<file path="src/rtl/song_player_pkg.sv">
// song_player_pkg: shared widths, default octave, FSM states and length-to-ticks mapping
package song_player_pkg;
  localparam int SONG_BITS   = 2;
  localparam int OCTAVE_BITS = 3;
  localparam int NOTE_BITS   = 4;
  localparam int LENGTH_BITS = 2;
  localparam logic [OCTAVE_BITS-1:0] DEF_OCTAVE = 3'b100;
  typedef enum logic [2:0] {IDLE, FETCH, WAIT_ROM, PLAY, GAP} state_t;
  function automatic logic [7:0] len_ticks(input logic [LENGTH_BITS-1:0] code);
    return 8'd1 << code;
  endfunction
endpackage

</file>
<file path="src/rtl/song_player_beat_counter.sv">
// song_player_beat_counter: loadable down-counter stepped by unpaused beat ticks
module song_player_beat_counter #(
  parameter int DUR_BITS = 4
) (
  input  logic                clk,
  input  logic                rst,
  input  logic                load,
  input  logic [DUR_BITS-1:0] load_val,
  input  logic                tick,
  input  logic                pause,
  output logic                zero
);
  logic [DUR_BITS-1:0] cnt;
  always_ff @(posedge clk)
    if (rst) cnt <= '0;
    else if (load) cnt <= load_val;
    else if (tick && !pause && cnt != '0) cnt <= cnt - DUR_BITS'(1);
  assign zero = cnt == '0;
endmodule

</file>
<file path="src/rtl/song_player.sv">
// song_player: walks a song's note table, playing each entry for its beat count then a one-beat gap
// STDY_PLAYER_LOOP_EN: when defined the song restarts from entry 0 instead of returning to IDLE
module song_player
  import song_player_pkg::*;
#(
  parameter int CNT_BITS = 6,
  parameter int DUR_BITS = 4
) (
  input  logic                   clk,
  input  logic                   rst_n,
  input  logic                   en,
  input  logic                   start,
  input  logic                   pause,
  input  logic                   tick,
  input  logic [SONG_BITS-1:0]   song_sel,
  output logic [SONG_BITS-1:0]   rom_song,
  output logic [CNT_BITS-1:0]    rom_addr,
  input  logic [OCTAVE_BITS-1:0] rom_octave,
  input  logic [NOTE_BITS-1:0]   rom_note,
  input  logic [LENGTH_BITS-1:0] rom_length,
  input  logic [CNT_BITS-1:0]    rom_track,
  output logic [OCTAVE_BITS-1:0] octave,
  output logic [NOTE_BITS-1:0]   note,
  output logic [LENGTH_BITS-1:0] length,
  output logic                   note_valid,
  output logic                   busy,
  output logic                   done
);
  state_t state;
  logic [CNT_BITS-1:0] idx, track;
  logic load, zero, clr;
  logic [DUR_BITS-1:0] load_val;
  assign clr = rst_n || !en;
  assign rom_addr = idx;
  // the same counter times the note and then the one-beat gap
  assign load = state == WAIT_ROM || (state == PLAY && zero);
  assign load_val = state == WAIT_ROM ? DUR_BITS'(len_ticks(rom_length)) : DUR_BITS'(1);
  song_player_beat_counter #(.DUR_BITS(DUR_BITS)) u_beat (
    .clk(clk), .rst(clr), .load(load), .load_val(load_val),
    .tick(tick), .pause(pause), .zero(zero)
  );
  always_ff @(posedge clk)
    if (clr) begin
      state <= IDLE;
      idx <= '0;
      track <= '0;
      rom_song <= '0;
      octave <= DEF_OCTAVE;
      note <= '0;
      length <= '0;
      note_valid <= 1'b0;
      busy <= 1'b0;
      done <= 1'b0;
    end else begin
      done <= 1'b0;
      case (state)
        IDLE: if (start) begin
          rom_song <= song_sel;
          idx <= '0;
          busy <= 1'b1;
          state <= FETCH;
        end
        FETCH: state <= WAIT_ROM;
        WAIT_ROM: begin
          octave <= rom_octave;
          note <= rom_note;
          length <= rom_length;
          track <= rom_track;
          note_valid <= rom_note != '0 && !pause;
          state <= PLAY;
        end
        PLAY: begin
          note_valid <= !zero && note != '0 && !pause;
          if (zero) state <= GAP;
        end
        GAP: if (zero) begin
          if (idx < track) begin
            idx <= idx + CNT_BITS'(1);
            state <= FETCH;
          end else begin
            done <= 1'b1;
`ifdef STDY_PLAYER_LOOP_EN
            idx <= '0;
            state <= FETCH;
`else
            busy <= 1'b0;
            state <= IDLE;
`endif
          end
        end
        default: state <= IDLE;
      endcase
    end
endmodule
</file>
<file path="config.mk">
export PLATFORM = sky130hd
export DESIGN_NAME = song_player
export DESIGN_NICKNAME = d
export VERILOG_FILES = /design/src/rtl/song_player_pkg.sv /design/src/rtl/song_player_beat_counter.sv /design/src/rtl/song_player.sv
export SDC_FILE = /design/constraint.sdc
export NUM_CORES = 1
export LEC_CHECK = 0
export BUFFER_PORTS_ARGS = -buffer_cell sky130_fd_sc_hd__buf_2
export CAP_MARGIN = 0
export CORE_MARGIN = 2
export CORE_UTILIZATION = 49
export DETAILED_ROUTE_END_ITERATION = 6
export PLACE_DENSITY = 0.86
export SLEW_MARGIN = 20
export SYNTH_ARGS = -nofsm -noshare
export SYNTH_HDL_FRONTEND = slang
export SYNTH_SLANG_ARGS = --single-unit
</file>
<file path="constraint.sdc">
create_clock -name clk -period 5.1 [get_ports clk]
set_input_delay 0 -clock clk [delete_from_list [all_inputs] [get_ports clk]]
set_output_delay 0 -clock clk [all_outputs]
set_load 0.02 [all_outputs]
</file>
# [Yosys cells after proc, flatten, opt, wreduce, memory -nomap -nowiden]
# Cells that the tools add are included.
[totals] output_inout_bits=20 register_bits=33 in_bits=23 wordCells=68
[op_classes] n_shift=1 addsub=2 bitwise_logic=2 magnitude_cmp=1 n_eq_ne=9 n_mux=18 n_reduce_logical=24
[ops] cell="6-bit 2-to-1 mux" count=3
[ops] cell="3-bit case mux with 5 select lines" count=1
[ops] cell="4-bit 2-to-1 mux" count=3
[ops] cell="6-bit case mux with 2 select lines" count=1
[ops] cell="4-bit nonzero test" count=3
[ops] cell="2-bit != test (second input constant)" count=5
[ops] cell="3-bit 2-to-1 mux" count=3
[ops] cell="4-bit AND reduction" count=2
[ops] cell="6-bit by 1-bit adder with 6-bit output (second input constant)" count=1
[ops] cell="3-bit by 2-bit == test with 1-bit output (second input constant)" count=2
[ops] cell="1-bit logical AND" count=6
[ops] cell="6-bit < comparator" count=1
[ops] cell="2-bit nonzero test" count=3
[ops] cell="1-bit 2-to-1 mux" count=5
[ops] cell="4-bit zero test" count=1
[ops] cell="1-bit case mux with 2 select lines" count=2
[ops] cell="1-bit by 2-bit << shifter with 4-bit output (first input constant)" count=1
[ops] cell="4-bit by 1-bit subtractor with 4-bit output (second input constant)" count=1
[ops] cell="3-bit by 1-bit == test with 1-bit output (second input constant)" count=1
[ops] cell="3-bit == test (second input constant)" count=1
[ops] cell="1-bit zero test" count=3
[ops] cell="3-bit zero test" count=1
[ops] cell="3-bit AND reduction" count=1
[ops] cell="3-bit OR reduction" count=1
[ops] cell="3 further kinds" count=5

# [Longest topological paths before layout]
[depth] depth_word=5 ltp_mapped=7

# [Hierarchy]
# A second synthesis with hierarchy kept.
[hier_totals] hier_cells=203 area_unflattened_um2=1637.8
[modules_own_cells] module="song_player" cells_each=172 area_each_um2=1378.8 instances=1
[modules_own_cells] module="song_player_beat_counter" cells_each=31 area_each_um2=259.0 instances=1

# [Least setup slack after synthesis]
# Ideal clock, no wire load.
[synth_path] path_kind="reg2reg" start="reg idx[5], in the netlist rom_addr[5]" end="reg idx[5], in the netlist rom_addr[5]" path_stages_with_launch=7 arrival_ns=1.733 period_less_slack_ns=1.807 setup_slack_ns=3.293 required_time_ns=5.027 cell_sequence="dfxtp_1 ha_1 a21oi_1 o21a_1 o211ai_1 or4_1 o211ai_2"
[synth_between] elab_chain_len=4 word_cells_on_any_way=7 classes_between="add/sub (1); order compare (1); eq/ne (1); mux (3); reduce/logical (1)"
[synth_rtl] element="start, declared" line_no="song_player.sv:30" text="logic [CNT_BITS-1:0] idx, track;"
[synth_rtl] element="start signal, assigned" line_no="song_player.sv:78" text="idx <= idx + CNT_BITS'(1);"
[synth_rtl] element="6-bit by 1-bit adder with 6-bit output" line_no="song_player.sv:78"
[synth_rtl] element="6-bit 2-to-1 mux" line_no="song_player.sv:77" text="if (idx < track) begin"
[synth_rtl] element="6-bit 2-to-1 mux" line_no="song_player.sv:76" text="GAP: if (zero) begin"
[synth_rtl] element="6-bit case mux with 2 select lines" line_no="song_player.sv:56" text="case (state)"
# Parallel ways exist; a longest one is shown, timed or not. The select of a mux whose other input is x is not followed.
# A chain may end at the register's enable or synchronous reset.

# [Worst setup path in the final report]
[layout_path] start="reg state[1]" end="reg octave[2]"
[layout_between] elab_chain_len=1
[layout_rtl] element="start, declared" line_no="song_player.sv:29" text="state_t state;"
[layout_rtl] element="start signal, assigned" line_no="song_player.sv:44" text="state <= IDLE;"
[layout_rtl] element="start signal, assigned" line_no="song_player.sv:61" text="state <= FETCH;"
[layout_rtl] element="start signal, assigned" line_no="song_player.sv:63" text="FETCH: state <= WAIT_ROM;"
[layout_rtl] element="3-bit by 2-bit == test with 1-bit output" line_no="song_player.sv:56"
[layout_rtl] element="end signal, assigned" line_no="song_player.sv:65" text="octave <= rom_octave;"
[layout_rtl] element="end, declared" line_no="song_player.sv:22" text="output logic [OCTAVE_BITS-1:0] octave,"
# No other way between the ends.

==> results.md <==
* Number of buffers between clock root and the deepest sink at 2
* Hold EP: u_beat.cnt[0]$_SDFFE_PP0P_
* Power spent charging and discharging nets at 124 uW
* DRT Pass-1 Iters at 4
* Headroom to the max-slew limit at 0.358
* Max Clock Skew at 7.47 ps
* Ys async rst share at 0
* Via density at 5.30
* Proportion of total power due to net switching at 0.268
* Final count of pins violating max slew at 0
* Share of the yosys chip area belonging to registers at 0.394
* Seq pwr share at 0.571
* IO Count at 43
* Total vias in the final route at 1623
* Arrival time of the worst setup path at between 2000 and 3000 ps
* Floorplan Core Area at approximately 3300 um^2
* Maximum number of pins on one net before global-route repair at 24
* Internal Power at 338 uW
* Number of nets in the layout at roughly 290
* Antenna Cells at 0
* Arithmetic-cell share of the synthesized area counting full adders, half adders and majority gates at 0.0523
* Number of synthesized register bits at 33
* Tot Pwr at 462 uW
* Simple logic cell fraction of the synthesized area at 0.270
* Parity-gate share of the synthesized area counting xor and xnor cells at 0.00523
* Share of power burned in combinational logic at 0.111
* Number of cell instances on the worst register-to-register path at 4
* Routed wire length at 4000 um
* Half-perimeter wire length after placement at 2680 um
* Mapped Nets at 229
* Post-Synthesis Cell Area at 1680 um^2
* Number of placement rows at 21
* Mean cell area of the mapped netlist at 8.42 um^2
* Kind of end point of the critical path: flop
* Number of input and output port buffers inserted at 42
* Power density relative to cell area at 216 nW/um^2
* Clock share of power at 0.318
* Number of distinct library cell variants in the gate-level netlist after synthesis at 44
* EDFF count, synth at 0
* Type of the most critical hold path: input port to flop
* Die footprint at 3900 um^2
* Share of final-layout standard cells stronger than drive strength 1 at 0.246
* R2r startpoint: state[1]$_SDFFE_PP0P_
* Weighted congestion at the end of routability-driven global placement at 0.891
* Share of the core filled with cells in the final layout at 0.646
* Root cell of the clock tree: clkbuf_4
* CP Data Required Time at 5400 ps
* Final period demand of the worst path at 2220 ps
* Complex-gate fraction of the synthesized area at 0.199
* Worst R2R Setup Slack at approximately 2900 ps
* Growth of design area from synthesis to finish at 27.6%
* Critical register-to-register path endpoint: octave[2]$_SDFFE_PP1P_
* Starting density of the core at 0.506
* Detailed router's first-iteration violation count at 74
* Final count of negative-setup-slack endpoints at 0
* Highest Clock Rate at 450 MHz
* Hold Path Depth at 3
* Number of nets with antenna violations after routing at 0
* Post-synthesis cell count at 199
* Unrepaired setup endpoints after global routing: no
* Number of synthesis warnings at 0
* Result of the run: complete, no violations
* Via count of the first global-routing pass at 1562
* Kind of start point of the critical path: flop
* Worst setup startpoint: state[1]$_SDFFE_PP0P_
* Wirelength per Cell at between 10 and 15 um
* Post-synthesis mux area share at 0.0239
* Worst-Margin Slew at 962 ps
* Number of antenna violations at the first check in global routing at 0
* HP Start: rst_n
* GRT Resource Usage Total at 0.221
* Num Clock Sinks at 33
* Worst-path maximum fanout at 17
* Main combinational cell family by area after synthesis: simple AND/OR/NAND/NOR gates
* TritonCTS buffer count at 5
* Portion of the clock cycle consumed by the worst path in the final layout at 0.436
* Setup Buffers After CTS at 0
* Number of remaining DRC errors at 0
* Prevailing post-synth register cell: dfxtp_1
* Height of the die at 62.5 um
* Total leakage power at 0.000871 uW
* Final total negative setup slack at 0 ps
* Wire length of the first global-routing pass at between 6000 and 7000 um
* Level count of the clock H-tree at 2
* X dimension of the die at between 60 and 70 um
* Crit path kind: flop to flop
* Worst ir drop on vdd at 0.165 mV
* Final hold violation count at 0
* Clock input transition at the sequential cells of the worst setup and hold paths at 110 ps
* Clock Latency Late Sink at 350 ps
* Gr ovfl total at 0
* Max-cap viol count at 0
* TritonCTS clock tree: built
power by group through the flow:
| stage | clock network, uW | logic [uW] | registers [uW] |
|---|---|---|---|
| 3_5_place_dp | 0 | 39.9 | 270 |
| 4_1_cts | 149 | 50.7 | 264 |
| 5_1_grt | 163 | 56.1 | 265 |
| 2_1_floorplan | 0 | 24.6 | 270 |
| 3_3_place_gp | 0 | 39.2 | 270 |
| 6_report | 147 | 51.4 | 264 |
flip-flops by register name, indices dropped and copies added, names as in the netlist:
register    flops
rom_addr        6
track           6
note            4
u_beat.cnt      4
octave          3
state           3
length          2
rom_song        2
busy            1
done            1
note_valid      1
worst max-delay path by stage:
| stage | end | slack, ps |
|---|---|---|
| after floorplan | rom_addr[5]$_SDFFE_PP0P_ | 3290 |
| after global placement | u_beat.cnt[3]$_SDFFE_PP0P_ | 3230 |
| after detailed placement | u_beat.cnt[3]$_SDFFE_PP0P_ | 3170 |
| after CTS | octave[2]$_SDFFE_PP1P_ | 2910 |
| after global routing | octave[2]$_SDFFE_PP1P_ | 2770 |
| final | octave[2]$_SDFFE_PP1P_ | 2880 |
cells in the mapped netlist (2+ instances only):
| master | instances | area share |
|---|---|---|
| buf_6 | 2 | 0.013 |
| nand4_1 | 2 | 0.0075 |
| nand2_1 | 38 | 0.085 |
| and3_1 | 3 | 0.011 |
| clkbuf_1 | 3 | 0.0067 |
| mux2i_1 | 4 | 0.024 |
| or4_1 | 2 | 0.0090 |
| o22ai_1 | 2 | 0.0075 |
| o21a_1 | 2 | 0.0090 |
| inv_1 | 11 | 0.025 |
| nor2b_1 | 3 | 0.011 |
| a31oi_1 | 3 | 0.011 |
| o21ai_0 | 10 | 0.030 |
| nor2_1 | 9 | 0.020 |
| buf_2 | 2 | 0.0060 |
| nand2b_1 | 4 | 0.015 |
| a21oi_1 | 27 | 0.081 |
| nand3_1 | 5 | 0.015 |
| ha_1 | 7 | 0.052 |
| dfxtp_1 | 33 | 0.39 |
| or3b_4 | 2 | 0.013 |
| nor3b_2 | 3 | 0.022 |
through the flow:
stage	instances	setup WS (ps)	instance area, um^2	hold WS (ps)
floorplan	199	3290	1680	123
global placement	279	3230	1890	220
detailed placement	279	3170	1890	226
CTS	306	2910	2140	39.0
global route	306	2770	2140	71.5
finish	306	2880	2140	45.9
worst max-delay path: stages, from the launching register on:
cell and delay [ps]:
dfxtp_1 580, nor3b_2 830, nand2_1 110, nand3_1 110, dlygate4sd3_1 550
placed cells by master, fill, tap and decap left out, drive strengths merged, types with 2 or more instances in the layout:
cell and count:
inv 11, o211ai 2, dfxtp 33, or3b 2, nand2b 4, a21oi 28
nand4 2, nor2 10, and3 3, dlygate4sd3 19, o22ai 2, nor3b 5
nor2b 3, nand2 38, buf 42, ha 7, o21ai 10, o21a 2
nand3 6, mux2i 4, clkinv 2, or4 2, a31oi 3, clkbuf 5
nor3 2
what timing repair did:
action / CTS / global route
gates resized for setup: 0 / 0
hold endpoints to repair: 18 / 0
hold buffers: 19 / 0
per-layer routing:
layer | wire length (um) | global-route usage
met5 | 0 | 0
met4 | 68 | 0.108
met3 | 218 | 0.0468
met2 | 2020 | 0.387
met1 | 1700 | 0.254
cells by family after synthesis:
family,Yosys count
adder cells (fa/ha/maj),7
AND/OR/NAND/NOR,80
buffers and inverters,19
XOR/XNOR,1
multiplexers,4
flip-flops,33
AO/OA/AOI/OAI,55
layout make-up:
type | instances | area, um^2
tap | 46 | 57.6
multi-input combinational | 147 | 922
fill | 305 | 1170
clock inverter | 3 | 17.5
sequential | 33 | 661
clock buffer | 5 | 37.5
inverter | 11 | 41.3
timing repair buffer | 61 | 400
No activity file was read; power rests on OpenSTA's default activity.
